File: src/rtl/mem_swap_ctrl.sv
// Exchanges the contents of two register-file locations: read A, read B, write A, write B, then done.
// Latency: 6 cycles from accepted start to the next acceptance (2 cycles when both addresses are equal).
// Backpressure: none; start is only sampled in IDLE and is ignored while busy, with no queuing.
//
// Ports:
//   clk, rst            rising-edge clock, asynchronous active-high reset
//   start               swap request, accepted only in IDLE
//   addr_a, addr_b      locations to exchange, latched on acceptance
//   busy, done          busy outside IDLE; done is a one-cycle pulse in DONE
//   swap_count          number of completed non-trivial swaps (wraps)
//   mem_we, mem_addr,   register-file write enable, shared read/write address,
//   mem_wdata           and write data
//   mem_rdata           register-file asynchronous read data for mem_addr
module mem_swap_ctrl #(
  parameter int ADDR_WIDTH = 7,
  parameter int DATA_WIDTH = 8,
  parameter int CNT_WIDTH  = 16
) (
  input  logic                  clk,
  input  logic                  rst,
  input  logic                  start,
  input  logic [ADDR_WIDTH-1:0] addr_a,
  input  logic [ADDR_WIDTH-1:0] addr_b,
  output logic                  busy,
  output logic                  done,
  output logic [CNT_WIDTH-1:0]  swap_count,
  output logic                  mem_we,
  output logic [ADDR_WIDTH-1:0] mem_addr,
  output logic [DATA_WIDTH-1:0] mem_wdata,
  input  logic [DATA_WIDTH-1:0] mem_rdata
);

  typedef enum logic [2:0] {
    IDLE = 3'd0,
    RD_A = 3'd1,
    RD_B = 3'd2,
    WR_A = 3'd3,
    WR_B = 3'd4,
    DONE = 3'd5
  } state_t;

  state_t                state;
  logic [ADDR_WIDTH-1:0] a_q;
  logic [ADDR_WIDTH-1:0] b_q;
  logic [DATA_WIDTH-1:0] tmp_a;
  logic [DATA_WIDTH-1:0] tmp_b;

  always_ff @(posedge clk or posedge rst) begin
    if (rst) begin
      state      <= IDLE;
      a_q        <= '0;
      b_q        <= '0;
      tmp_a      <= '0;
      tmp_b      <= '0;
      swap_count <= '0;
    end else begin
      case (state)
        IDLE: begin
          if (start) begin
            a_q <= addr_a;
            b_q <= addr_b;
            // Equal addresses make the swap a no-op: skip all memory traffic.
            state <= (addr_a == addr_b) ? DONE : RD_A;
          end
        end
        RD_A: begin
          tmp_a <= mem_rdata;
          state <= RD_B;
        end
        RD_B: begin
          tmp_b <= mem_rdata;
          state <= WR_A;
        end
        WR_A: state <= WR_B;
        WR_B: begin
          swap_count <= swap_count + CNT_WIDTH'(1);
          state      <= DONE;
        end
        DONE:    state <= IDLE;
        default: state <= IDLE;
      endcase
    end
  end

  // Moore decode from the registered state and latches only, so no input
  // reaches an output combinationally. In idle the address rests on a_q and
  // the write data rests on tmp_b, which gives all-zero outputs out of reset.
  always_comb begin
    busy      = (state != IDLE);
    done      = (state == DONE);
    mem_we    = (state == WR_A) || (state == WR_B);
    mem_addr  = ((state == RD_B) || (state == WR_B)) ? b_q : a_q;
    mem_wdata = (state == WR_B) ? tmp_a : tmp_b;
  end

endmodule
File: config.mk
export PLATFORM = sky130hd
export DESIGN_NAME = mem_swap_ctrl
export DESIGN_NICKNAME = d
export VERILOG_FILES = /design/src/rtl/mem_swap_ctrl.sv
export SDC_FILE = /design/constraint.sdc
export NUM_CORES = 1
export LEC_CHECK = 0
export BUFFER_PORTS_ARGS = -buffer_cell sky130_fd_sc_hd__buf_2
export CORE_MARGIN = 2
export CORE_UTILIZATION = 35
export DETAILED_ROUTE_END_ITERATION = 7
export SLEW_MARGIN = 20
export SYNTH_ARGS = -nofsm -noshare
export SYNTH_HDL_FRONTEND = slang
export SYNTH_SLANG_ARGS = --single-unit
File: constraint.sdc
create_clock -name clk -period 1.82 [get_ports clk]
set_input_delay 0.091 -clock clk [delete_from_list [all_inputs] [get_ports clk]]
set_output_delay 0.091 -clock clk [all_outputs]
set_load 0.05 [all_outputs]
## Yosys cells after proc, flatten, opt, wreduce, memory -nomap -nowiden

Index checks and enable logic that the tools add are counted.

| word-level totals | value |
|---|---|
| word-level logic and storage cells | 24 |
| register bits after elaboration | 49 |
| output and inout port bits | 34 |

| cells by class | value |
|---|---|
| add/subtract/negate cells | 1 |
| eq/ne operators | 7 |
| multiplexer cells | 5 |
| reduce and logical (&&, ||, !) cells | 5 |

Operators by type and width:

| kind | number |
|---|---|
| $add 16x1->16 const B | 1 |
| $pmux 3 s5 | 1 |
| $mux 8 | 1 |
| $eq 7x7->1 | 1 |
| $mux 7 | 1 |
| $eq 3x2->1 const B | 2 |
| $eq 3x3->1 const B | 2 |
| $mux 3 | 2 |
| $eq 3x1->1 const B | 1 |
| $logic_not 3->1 | 1 |
| $reduce_bool 3->1 | 1 |
| $logic_or 1x1->1 | 2 |
| $ne 2x2->1 const B | 1 |
| $reduce_and 2->1 | 1 |

## Longest topological paths before layout

Gate-level depths: netlist of the first run.

| logic depth | value |
|---|---|
| word-level depth | 4 |
| depth in mapped cells | 6 |
| depth with buffers taken out | 5 |

## Worst setup path after synthesis of the first run

No wires, ideal clock.

| timing path | value |
|---|---|
| path kind | register -> output |
| start | reg state[2] |
| end | out mem_we |
| path slack | 0.094 ns |
| arrival | 1.635 ns |
| data required time | 1.729 ns |
| path buffers | 1 |
| stages on the path, launching flop included | 3 |
| path through | dfrtp_1 > buf_2 > o21ai_0 |

| between the ends | value |
|---|---|
| longest elaborated chain between the ends | 2 |
| elaborated cells on any way between the ends | 3 |
| classes of those cells | 2 x eq/ne; 1 x reduce/logical |

RTL lines:

| element | RTL line | text |
|---|---|---|
| start, declared | 42 | `state_t state;` |
| start signal, assigned | 63 | `state <= (addr_a == addr_b) ? DONE : RD_A;` |
| $eq 3x2->1 or $eq 3x3->1 (tied branches) | 91 | `mem_we = (state == WR_A) \|\| (state == WR_B);` |
| $logic_or 1x1->1 (*) | 91 |  |
| end, declared | 27 | `output logic mem_we,` |

Every way passes the cells marked *; elsewhere a longest branch is shown, timed or not.

## Final worst setup path of the first run

| timing path | value |
|---|---|
| start | reg state[2] |
| end | out mem_addr[2] |

| between the ends | value |
|---|---|
| longest elaborated chain between the ends | 3 |
| elaborated cells on any way between the ends | 4 |
| classes of those cells | 2 x eq/ne; 1 x mux; 1 x reduce/logical |

RTL lines:

| element | RTL line | text |
|---|---|---|
| $eq 3x2->1 or $eq 3x3->1 (tied branches) | 92 | `mem_addr = ((state == RD_B) \|\| (state == WR_B)) ? b_q : a_q;` |
| $logic_or 1x1->1 (*) | 92 |  |
| $mux 7 (*) | 92 |  |
| end, declared | 28 | `output logic [ADDR_WIDTH-1:0] mem_addr,` |

Marks and branches as above.

==> results of run 1 <==
==> state kept, by name (all words and copies together) (netlist names) <==
register and count:
tmp_a 8, state 3, a_q 7, swap_count 16
b_q 7, tmp_b 8
==> repair_timing <==
item	4_1_cts	5_1_grt
gates cloned	0	1
setup endpoints to repair	16	18
setup buffers	4	3
hold buffers	1	0
pin swaps	3	2
hold endpoints to repair	20	0
resized for setup	20	43
==> cell families after synthesis <==
group           synth area share, %
compound gates                 1.54
xor+xnor                       8.48
fa+ha+maj                     0.550
buf+inv                        2.53
flops                          53.9
mux                            18.3
simple gates                   14.6
==> through the flow <==
step | worst slack [ps] | util [%]
3_3_place_gp | 137 | 43.0
6_report | -20.9 | 48.5
5_1_grt | -81.1 | 48.5
3_5_place_dp | 111 | 43.0
4_1_cts | 0.0121 | 46.3
2_1_floorplan | 94.5 | -
==> synthesized netlist by cell type (all sizes together) <==
| cell | instances | area share [%] |
|---|---|---|
| ha | 1 | 0.55 |
| inv | 2 | 0.33 |
| o311a | 1 | 0.44 |
| o21ai | 2 | 0.44 |
| nor2 | 5 | 0.94 |
| nor3 | 4 | 1.9 |
| mux2 | 37 | 18 |
| xor2 | 2 | 0.77 |
| or2 | 1 | 0.28 |
| or3b | 1 | 0.39 |
| nand3 | 5 | 1.1 |
| nand2 | 34 | 5.6 |
| xnor2 | 20 | 7.7 |
| nor3b | 3 | 1.2 |
| and4 | 1 | 0.39 |
| and3b | 1 | 0.39 |
| dfrtp | 49 | 54 |
| and2 | 1 | 0.28 |
| and3 | 2 | 0.55 |
| nand4 | 6 | 1.7 |
| o31ai | 1 | 0.33 |
| buf | 8 | 2.0 |
| a211oi | 1 | 0.33 |
| clkbuf | 1 | 0.16 |
==> cell type report <==
class / count / area, um^2
clock buffers: 5 / 68.8
fillers: 590 / 3250
clock inverters: 2 / 35.0
repair buffers: 78 / 598
inverters: 2 / 7.51
flip-flops and latches: 49 / 1230
well taps: 77 / 96.3
multi-input cells: 129 / 1030
==> worst min path at each step <==
stage	to	slack (ps)	cells after the start
4_1_cts	tmp_a[6]$_DFFE_PP0P_	20	2
3_5_place_dp	a_q[3]$_DFFE_PP0P_	130	2
5_1_grt	tmp_a[6]$_DFFE_PP0P_	20	2
3_3_place_gp	a_q[3]$_DFFE_PP0P_	140	2
6_report	tmp_a[6]$_DFFE_PP0P_	30	2
2_1_floorplan	a_q[4]$_DFFE_PP0P_	240	1
==> per-layer routing <==
metal | vias up | GRT usage, % | part of all wire (%)
li1 | 793 | - | -
met1 | 813 | 17.6 | 44
met2 | 39 | 24.3 | 50
met3 | 4 | 3.64 | 4.5
met4 | 0 | 3.90 | 0.95
met5 | - | 0 | 0
==> power by group <==
group	internal, mW	switching [mW]	total (mW)
sequential	1.51	0.282	1.79
combinational	1.57	1.98	3.55
clock	0.400	0.346	0.746
==> flow_metrics.tcl, run 1 <==
set metrics [dict create \
    sink_count_of_the_clock_tree 49 \
    worst-setup-path-type "flip-flop to output port" \
    vias_in_the_first_global_route 1723 \
    htree_num_levels 2 \
    critPathLaunchType "flip-flop" \
    avgViaCountPerCell 4.82 \
    finalSetupTns_ps -49.1 \
    cp-endpoint "mem_addr[2]" \
    timing.reg2reg.worst_path_depth 6 \
    die_height_um 84.6 \
    hpwlAfterDp_um 3280 \
    largest_net_degree_at_the_start_of_global_routing 30 \
    path_common_cell "sky130_fd_sc_hd__buf_6" \
    fin_cells 342 \
    layout.cell_area.non_filler_um2 3060 \
    cts_root_buffer "sky130_fd_sc_hd__clkbuf_8" \
    critical_path.top_delay_family "flip-flops" \
    timing.critical_path.slowest_cell_delay_ps 480 \
    top_level_ports 59 \
    numCtsBuffers 5 \
    timing.final.hold_violations 0 \
    placed_area_um2 2720 \
    grt_use_total_pct 14.1 \
    critPathRequiredTime_ps 1730 \
    ff2ff_setup_slack_ps 70 \
    seq_area_frac_synth_pct 53.9 \
    ctsLongestPathBuffers 2 \
    critical_path.max_fanout 7 \
    synthesis.instances 189 \
    status "complete, but fails checks" \
    power_leakage_nw 1.48 \
    via_total_after_detailed_routing 1649 \
    antenna_cells_inserted 0 \
    violations "negative setup slack" \
    placed_cells_incl_taps 326 \
    die_area_um2 7160 \
    end_kind "output port" \
    worst_slew_margin_rel_pct 69.1 \
    drive_above_1_share_pct 51.7 \
    power.density_nw_per_um2 1990 \
    grt_setup_unrepaired "yes" \
    area_added_between_synthesis_and_finish_pct 34.8 \
    timing.hold.worst.start "mem_rdata[6]" \
    critical_path.cell_chain "nor3b_4 > nor2_2 > buf_6 > mux2_2 > buf_6" \
    critPathLaunch "state[2]$_DFFE_PP0P_" \
    initial_drt_markers 36 \
    clk_pin_slew_worst_paths_ps 90 \
    final.setup.worst_slack_ps -20.9 \
    setup_viol_count_final 4 \
    core_um2 6310 \
    synth-warning-count 0 \
    drv_cap 0 \
    final_min_period_over_clock_period_pct 101 \
    timing.hold.ws_ps 33.8 \
    most-common-layout-cells "sky130_fd_sc_hd__dfrtp_1 (47), sky130_fd_sc_hd__buf_2 (42), sky130_fd_sc_hd__mux2_2 (35)" \
    slowest_cp_cell "sky130_fd_sc_hd__dfrtp_2" \
    ys_ff_latch 49 \
    maximum_clock_frequency_mhz 543 \
    cp.buffers_inverters 2 \
    die_width_um 84.6 \
    final_period_minus_worst_setup_slack_ps 1840 \
    skew_pair_late_insertion_delay_ps 300 \
    fin_total_pwr_mw 6.09 \
    synth_cell_type_count 28 \
    mostFrequentLayoutCell "sky130_fd_sc_hd__dfrtp_1" \
    reg2reg_from "state[1]$_DFFE_PP0P_" \
    wirelength_um 4860 \
    number_of_nets_produced_by_synthesis 215 \
    place.gp.congestion 0.672 \
    routed_len_inst_um 14.2 \
    final_antenna_net_count 0 \
    worst_r2r_end "swap_count[15]$_DFFE_PP0P_" \
    firstDrtPassIters 4 \
    min_path_type "input port to flip-flop" \
    fp_rows 29 \
    port_buffers 58 \
    drc_errors 0 \
    timing_max_transition_violations_final 0 \
    postSynthAreaPerCell_um2 12.0 \
    tritoncts "done" \
    final_nets 291 \
    grt_antenna_before_repair 0 \
    timing.critical_path.arrival_ps 1750 \
    vdd_drop_max_mv 0.968 \
    syn-cell-area_um2 2270 \
    worstMarginPinSlew_ps 463 \
    overflow 0 \
    fin_skew_ps 5.76 \
    initial_core_util_pct 36.0 \
    worstSetupPathDepth 5 \
    wire_length_of_the_first_global_routing_pass_um 8200 \
]
No activity file was read; power rests on OpenSTA's default activity.
==> run 2: changes to the inputs <==
==> constraint.sdc (replaced) <==
create_clock -name clk -period 1.82 [get_ports clk]
set_input_delay 0.273 -clock clk [delete_from_list [all_inputs] [get_ports clk]]
set_output_delay 0.273 -clock clk [all_outputs]
set_load 0.05 [all_outputs]
==> flow_metrics.tcl, run 2 (same netlist as run 1, synthesis figures left out) <==
set metrics [dict create \
    status "complete, but fails checks" \
    violations "negative setup slack" \
    wl_met3_um 200 \
    power_leakage_nw 1.45 \
    port_buffers 58 \
    place.gp.congestion 0.685 \
    die_area_um2 7160 \
    critical_path.cell_chain "nor3b_4 > nor2_4 > buf_12 > mux2_2 > buf_6" \
    setup_viol_count_final 15 \
    slowest_cp_cell "sky130_fd_sc_hd__dfrtp_2" \
    firstDrtPassIters 4 \
    top_level_ports 59 \
    timing_max_transition_violations_final 0 \
    worst-setup-path-type "flip-flop to output port" \
    fin_skew_ps 7.39 \
    worstMarginPinSlew_ps 398 \
    critical_path.max_fanout 7 \
    grt_antenna_before_repair 0 \
    maximum_clock_frequency_mhz 506 \
    via_total_after_detailed_routing 1640 \
    fillerInstances 604 \
    end_kind "output port" \
    grt_setup_unrepaired "yes" \
    htree_num_levels 2 \
    vias_in_the_first_global_route 1621 \
    final_min_period_over_clock_period_pct 109 \
    most-common-layout-cells "sky130_fd_sc_hd__dfrtp_1 (46), sky130_fd_sc_hd__buf_2 (41), sky130_fd_sc_hd__mux2_2 (35)" \
    route.met2.wl_um 2320 \
    fin_util_pct 47.8 \
    timing.critical_path.slowest_cell_delay_ps 460 \
    final_antenna_net_count 0 \
    die_height_um 84.6 \
    die_width_um 84.6 \
    drive_above_1_share_pct 50.4 \
    final.setup.worst_slack_ps -156 \
    initial_drt_markers 16 \
    hpwlAfterDp_um 3190 \
    largest_net_degree_at_the_start_of_global_routing 33 \
    critical_path.top_delay_family "flip-flops" \
    initial_core_util_pct 36.0 \
    fp_rows 29 \
    vdd_drop_max_mv 0.987 \
    sink_count_of_the_clock_tree 49 \
    timing.critical_path.arrival_ps 1700 \
    area_added_between_synthesis_and_finish_pct 32.7 \
    timing.final.hold_violations 0 \
    skew_pair_late_insertion_delay_ps 290 \
    mostFrequentLayoutCell "sky130_fd_sc_hd__dfrtp_1" \
    regMostFlops "swap_count" \
    drv_cap 0 \
    reg.largest.list "swap_count x16, tmp_a x8, tmp_b x8" \
    tritoncts "done" \
    layout.cell_area.non_filler_um2 3020 \
    avgViaCountPerCell 4.84 \
    worst_slew_margin_rel_pct 73.4 \
    routed_len_inst_um 13.4 \
    max_ffs_per_register 16 \
    cp.buffers_inverters 2 \
    critPathRequiredTime_ps 1550 \
    final_period_minus_worst_setup_slack_ps 1980 \
    wirelength_um 4550 \
    cts_root_buffer "sky130_fd_sc_hd__clkbuf_8" \
    clk_pin_slew_worst_paths_ps 80 \
    finalSetupTns_ps -1330 \
    ctsLongestPathBuffers 2 \
    numCtsBuffers 5 \
    min_path_type "input port to flip-flop" \
    antenna_cells_inserted 0 \
    power.density_nw_per_um2 1960 \
    drt-met1-wl_um 1960 \
    grt_use_total_pct 13.3 \
    placed_area_um2 2720 \
    drc_errors 0 \
    topRoutingLayerUsed "met4" \
    overflow 0 \
    critPathLaunchType "flip-flop" \
    wire_length_of_the_first_global_routing_pass_um 7650 \
    core_um2 6310 \
    final_nets 288 \
]
[run 2: cell types whose count changed in the layout (fill, tap and decap cells not counted), moves of 2 or more]
cell,change
sky130_fd_sc_hd__nand2_1,+2
sky130_fd_sc_hd__buf_6,-5
sky130_fd_sc_hd__nand2_2,-2
sky130_fd_sc_hd__buf_4,+4
[run 2: worst reg2reg max path: cells and delay by family, from the launching register on]
kind / cells / cell delay [ps]
simple gates: 3 / 890
flops: 1 / 470
buf+inv: 1 / 170
xor+xnor: 1 / 140
[run 2: final timing paths]
kind / from / to / slack [ps] / depth (start not counted)
max: state[1]$_DFFE_PP0P_ / mem_addr[4] / -160 / 5
min: mem_rdata[2] / tmp_a[2]$_DFFE_PP0P_ / 220 / 2
max reg2reg: state[0]$_DFFE_PP0P_ / swap_count[13]$_DFFE_PP0P_ / 40 / 5
min reg2reg: swap_count[15]$_DFFE_PP0P_ / swap_count[15]$_DFFE_PP0P_ / 470 / 1
max in group asynchronous: rst / state[1]$_DFFE_PP0P_ / 800 / 4
min in group asynchronous: rst / a_q[4]$_DFFE_PP0P_ / 500 / 3
[run 2: repair_timing]
item / CTS / global route
pin swaps: 2 / 7
resized for setup: 28 / 31
endpoints found under the hold margin: 17 / 0
hold buffers: 1 / 0
buffers inserted: 4 / 2
endpoints found under the setup margin: 17 / 27
[run 2: area by class of cell]
type                            count  area, um^2  share of cell area, %
Sequential cell                    49        1230                   40.8
Multi-Input combinational cell    129        1040                   34.6
Timing Repair Buffer               75         552                   18.3
Tap cell                           77        96.3                   3.19
Clock buffer                        7        86.3                   2.86
Inverter                            2        7.51                  0.249
[run 2: routing by layer]
metal  global-route usage [%]  vias up
met2                     22.3       33
met5                        0        -
met1                     16.9      808
met3                     3.24        6
met4                     4.33        0
li1                         -      793
[run 2: where the power goes]
group | internal [mW] | switching, mW
clock network | 0.302 | 0.338
registers | 1.51 | 0.271
logic | 1.52 | 1.97
total | 3.34 | 2.58
[run 2: per-stage QoR]
step	hold WS [ps]	cells	total power, mW	setup WS [ps]
floorplan	425	189	4.02	4.92
global placement	287	327	4.64	18.0
detailed placement	287	327	4.68	-30.5
CTS	211	339	5.73	-185
global route	212	339	6.25	-220
finish	221	339	5.92	-156
==> run 3: changes to the inputs <==
--- a/config.mk
+++ b/config.mk
@@ -5,10 +5,12 @@
 export SDC_FILE = /design/constraint.sdc
 export NUM_CORES = 1
 export LEC_CHECK = 0
+export ABC_AREA = 1
 export BUFFER_PORTS_ARGS = -buffer_cell sky130_fd_sc_hd__buf_2
 export CORE_MARGIN = 2
 export CORE_UTILIZATION = 35
 export DETAILED_ROUTE_END_ITERATION = 7
+export GPL_TIMING_DRIVEN = 0
 export SLEW_MARGIN = 20
 export SYNTH_ARGS = -nofsm -noshare
 export SYNTH_HDL_FRONTEND = slang
==> flow_metrics.tcl, run 3 <==
set metrics [dict create \
    timing.hold.ws_ps 225 \
    fp_rows 30 \
    routed_len_inst_um 12.5 \
    die_area_um2 7520 \
    reg.largest.list "swap_count x16, tmp_a x8, tmp_b x8" \
    worst-setup-path-type "flip-flop to output port" \
    syn-cell-area_um2 2390 \
    maximum_clock_frequency_mhz 552 \
    synthesis.instances 308 \
    multi_input_gate_area_um2 1190 \
    netlist_top_cells_area "sky130_fd_sc_hd__dfrtp_1 (51%), sky130_fd_sc_hd__nand2_1 (19%), sky130_fd_sc_hd__o21ai_0 (6.9%)" \
    sink_count_of_the_clock_tree 49 \
    critical_path.max_fanout 5 \
    avgViaCountPerCell 4.67 \
    final_min_period_over_clock_period_pct 99.6 \
    tritoncts "done" \
    initial_drt_markers 82 \
    cts_root_buffer "sky130_fd_sc_hd__clkbuf_8" \
    synth_cell_type_count 20 \
    fraction_of_synthesized_cell_area_taken_by_the_top_area_cell_type_pct 51.2 \
    wirelength_um 5900 \
    drc_errors 0 \
    min_path_type "input port to flip-flop" \
    power.sequential.fraction_pct 28.3 \
    via_total_after_detailed_routing 2212 \
    grt_setup_unrepaired "yes" \
    worstMarginPinSlew_ps 434 \
    post-synth-top-area-cell "sky130_fd_sc_hd__dfrtp_1" \
    post-synth-top-count-cell "sky130_fd_sc_hd__nand2_1" \
    drive_above_1_share_pct 34.5 \
    critPathLaunchType "flip-flop" \
    final_nets 419 \
    overflow 0 \
    timing.final.hold_violations 0 \
    fillerInstances 649 \
    hpwlAfterDp_um 3840 \
    wl_met3_um 291 \
    ctsLongestPathBuffers 2 \
    core_um2 6720 \
    antenna_cells_inserted 0 \
    synth_top_cells_by_count "sky130_fd_sc_hd__nand2_1 (124), sky130_fd_sc_hd__dfrtp_1 (49), sky130_fd_sc_hd__inv_1 (38), sky130_fd_sc_hd__o21ai_0 (33), sky130_fd_sc_hd__nand3_1 (17)" \
    synth-warning-count 0 \
    fin_skew_ps 5.03 \
    drv_cap 0 \
    vias_in_the_first_global_route 2133 \
    pwr-share-clk_pct 9.7 \
    power_leakage_nw 1.84 \
    wire_length_of_the_first_global_routing_pass_um 9860 \
    final_antenna_net_count 0 \
    top_level_ports 59 \
    async_reset_ff_share_pct 100 \
    postSynthAreaPerCell_um2 7.78 \
    synth_ff_type "sky130_fd_sc_hd__dfrtp_1" \
    grt_use_total_pct 16.5 \
    initial_core_util_pct 35.6 \
    vdd_drop_max_mv 1.02 \
    status "finished clean" \
    number_of_nets_produced_by_synthesis 334 \
    skew_pair_late_insertion_delay_ps 300 \
    topRoutingLayerUsed "met4" \
    ys_ff_latch 49 \
    htree_num_levels 2 \
    firstDrtPassIters 4 \
    critPathRequiredTime_ps 1550 \
    mostFrequentLayoutCell "sky130_fd_sc_hd__nand2_1" \
    power.share.combinational_pct 62.0 \
    clk_pin_slew_worst_paths_ps 80 \
    die_height_um 86.7 \
    regMostFlops "swap_count" \
    finalSetupTns_ps 0 \
    end_kind "output port" \
    largest_net_degree_at_the_start_of_global_routing 32 \
    switching_power_mw 3.09 \
    intPower_mw 3.39 \
    die_width_um 86.7 \
    placed_area_um2 2810 \
    port_buffers 58 \
    sequential_cell_area_um2 1230 \
    area_added_between_synthesis_and_finish_pct 46.2 \
    worst_slew_margin_rel_pct 71.0 \
    drt-met1-wl_um 2730 \
    power_switching_share_pct 47.7 \
    grt_antenna_before_repair 0 \
    numCtsBuffers 5 \
    most-common-layout-cells "sky130_fd_sc_hd__nand2_1 (99), sky130_fd_sc_hd__dfrtp_1 (46), sky130_fd_sc_hd__buf_2 (43)" \
    synth_enable_flop_cells 0 \
    power.density_nw_per_um2 1850 \
    timing.critical_path.arrival_ps 1540 \
    final_period_minus_worst_setup_slack_ps 1810 \
    place.gp.congestion 0.766 \
    timing_max_transition_violations_final 0 \
    setup_viol_count_final 0 \
    max_ffs_per_register 16 \
    seq_area_frac_synth_pct 51.2 \
    route.met2.wl_um 2780 \
    fin_total_pwr_mw 6.49 \
    layout.cell_area.non_filler_um2 3500 \
]
==> run 3: final cells by class <==
cell class / instances / share of cell area, %
timing repair buffer: 77 / 18.9
sequential: 49 / 35.1
clock buffer: 8 / 2.29
multi-input combinational: 214 / 33.9
buffer: 8 / 2.82
tap: 80 / 2.86
inverter: 38 / 4.14
==> run 3: timing repair <==
action | in CTS | in global routing
cloned | 3 | 1
setup endpoints to repair | 15 | 17
pin swaps | 13 | 8
buffers inserted | 7 | 7
gates resized for setup | 79 | 40
hold buffers | 1 | 0
endpoints found under the hold margin | 18 | 0
==> run 3: kinds of logic after synthesis <==
kind of cell / Yosys count / synth area share, %
buffers and inverters: 46 / 8.25
and+or+nand+nor: 164 / 28.3
AOI/OAI and AO/OA: 37 / 7.73
adders and majority gates: 1 / 0.522
DFF: 49 / 51.2
xor gates and xnor gates: 11 / 4.02
==> run 3: worst paths after layout <==
path                            slack, ps                 start  depth (start not counted)                    to
worst max register to register        160  state[1]$_DFFE_PP0P_                         10    b_q[1]$_DFFE_PP0P_
min in group asynchronous             510                   rst                          3    a_q[6]$_DFFE_PP0P_
worst min-delay path                  230             addr_b[0]                          3    b_q[0]$_DFFE_PP0P_
max in group asynchronous             790                   rst                          4  state[1]$_DFFE_PP0P_
worst max-delay path                    8  state[1]$_DFFE_PP0P_                          7          mem_wdata[0]
worst min register to register        490    b_q[4]$_DFFE_PP0P_                          2    b_q[4]$_DFFE_PP0P_
==> run 3: per-layer routing <==
metal / track usage, % / vias to the layer above
met2: 26.6 / 52
li1: - / 1122
met4: 5.11 / 0
met3: 4.19 / 7
met1: 21.9 / 1031
met5: 0 / -
==> run 3: critical path, stage by stage, from the launching register on <==
cell                      delay [ps]
sky130_fd_sc_hd__dfrtp_2         440
sky130_fd_sc_hd__nor2_4          140
sky130_fd_sc_hd__nand2_4         100
sky130_fd_sc_hd__buf_12          170
sky130_fd_sc_hd__buf_12          140
sky130_fd_sc_hd__nand2_4          60
sky130_fd_sc_hd__nand2_4          50
sky130_fd_sc_hd__buf_8           140
==> run 3: stage by stage <==
stage	std cells	worst slack (ps)	utilization [%]
2_1_floorplan	308	-17.2	-
3_3_place_gp	446	-332	41.5
3_5_place_dp	447	-11.3	41.8
4_1_cts	466	-41.5	48.8
5_1_grt	474	-73.9	52.1
6_report	474	7.53	52.1
==> run 3: power groups by stage <==
| stage | logic [mW] | clock network [mW] | registers (mW) |
|---|---|---|---|
| after floorplan | 1.97 | 0 | 1.86 |
| after global placement | 2.70 | 0 | 1.74 |
| after detailed placement | 2.73 | 0 | 1.75 |
| after CTS | 3.59 | 0.644 | 1.77 |
| after global routing | 4.33 | 0.690 | 1.88 |
| final | 4.02 | 0.631 | 1.84 |
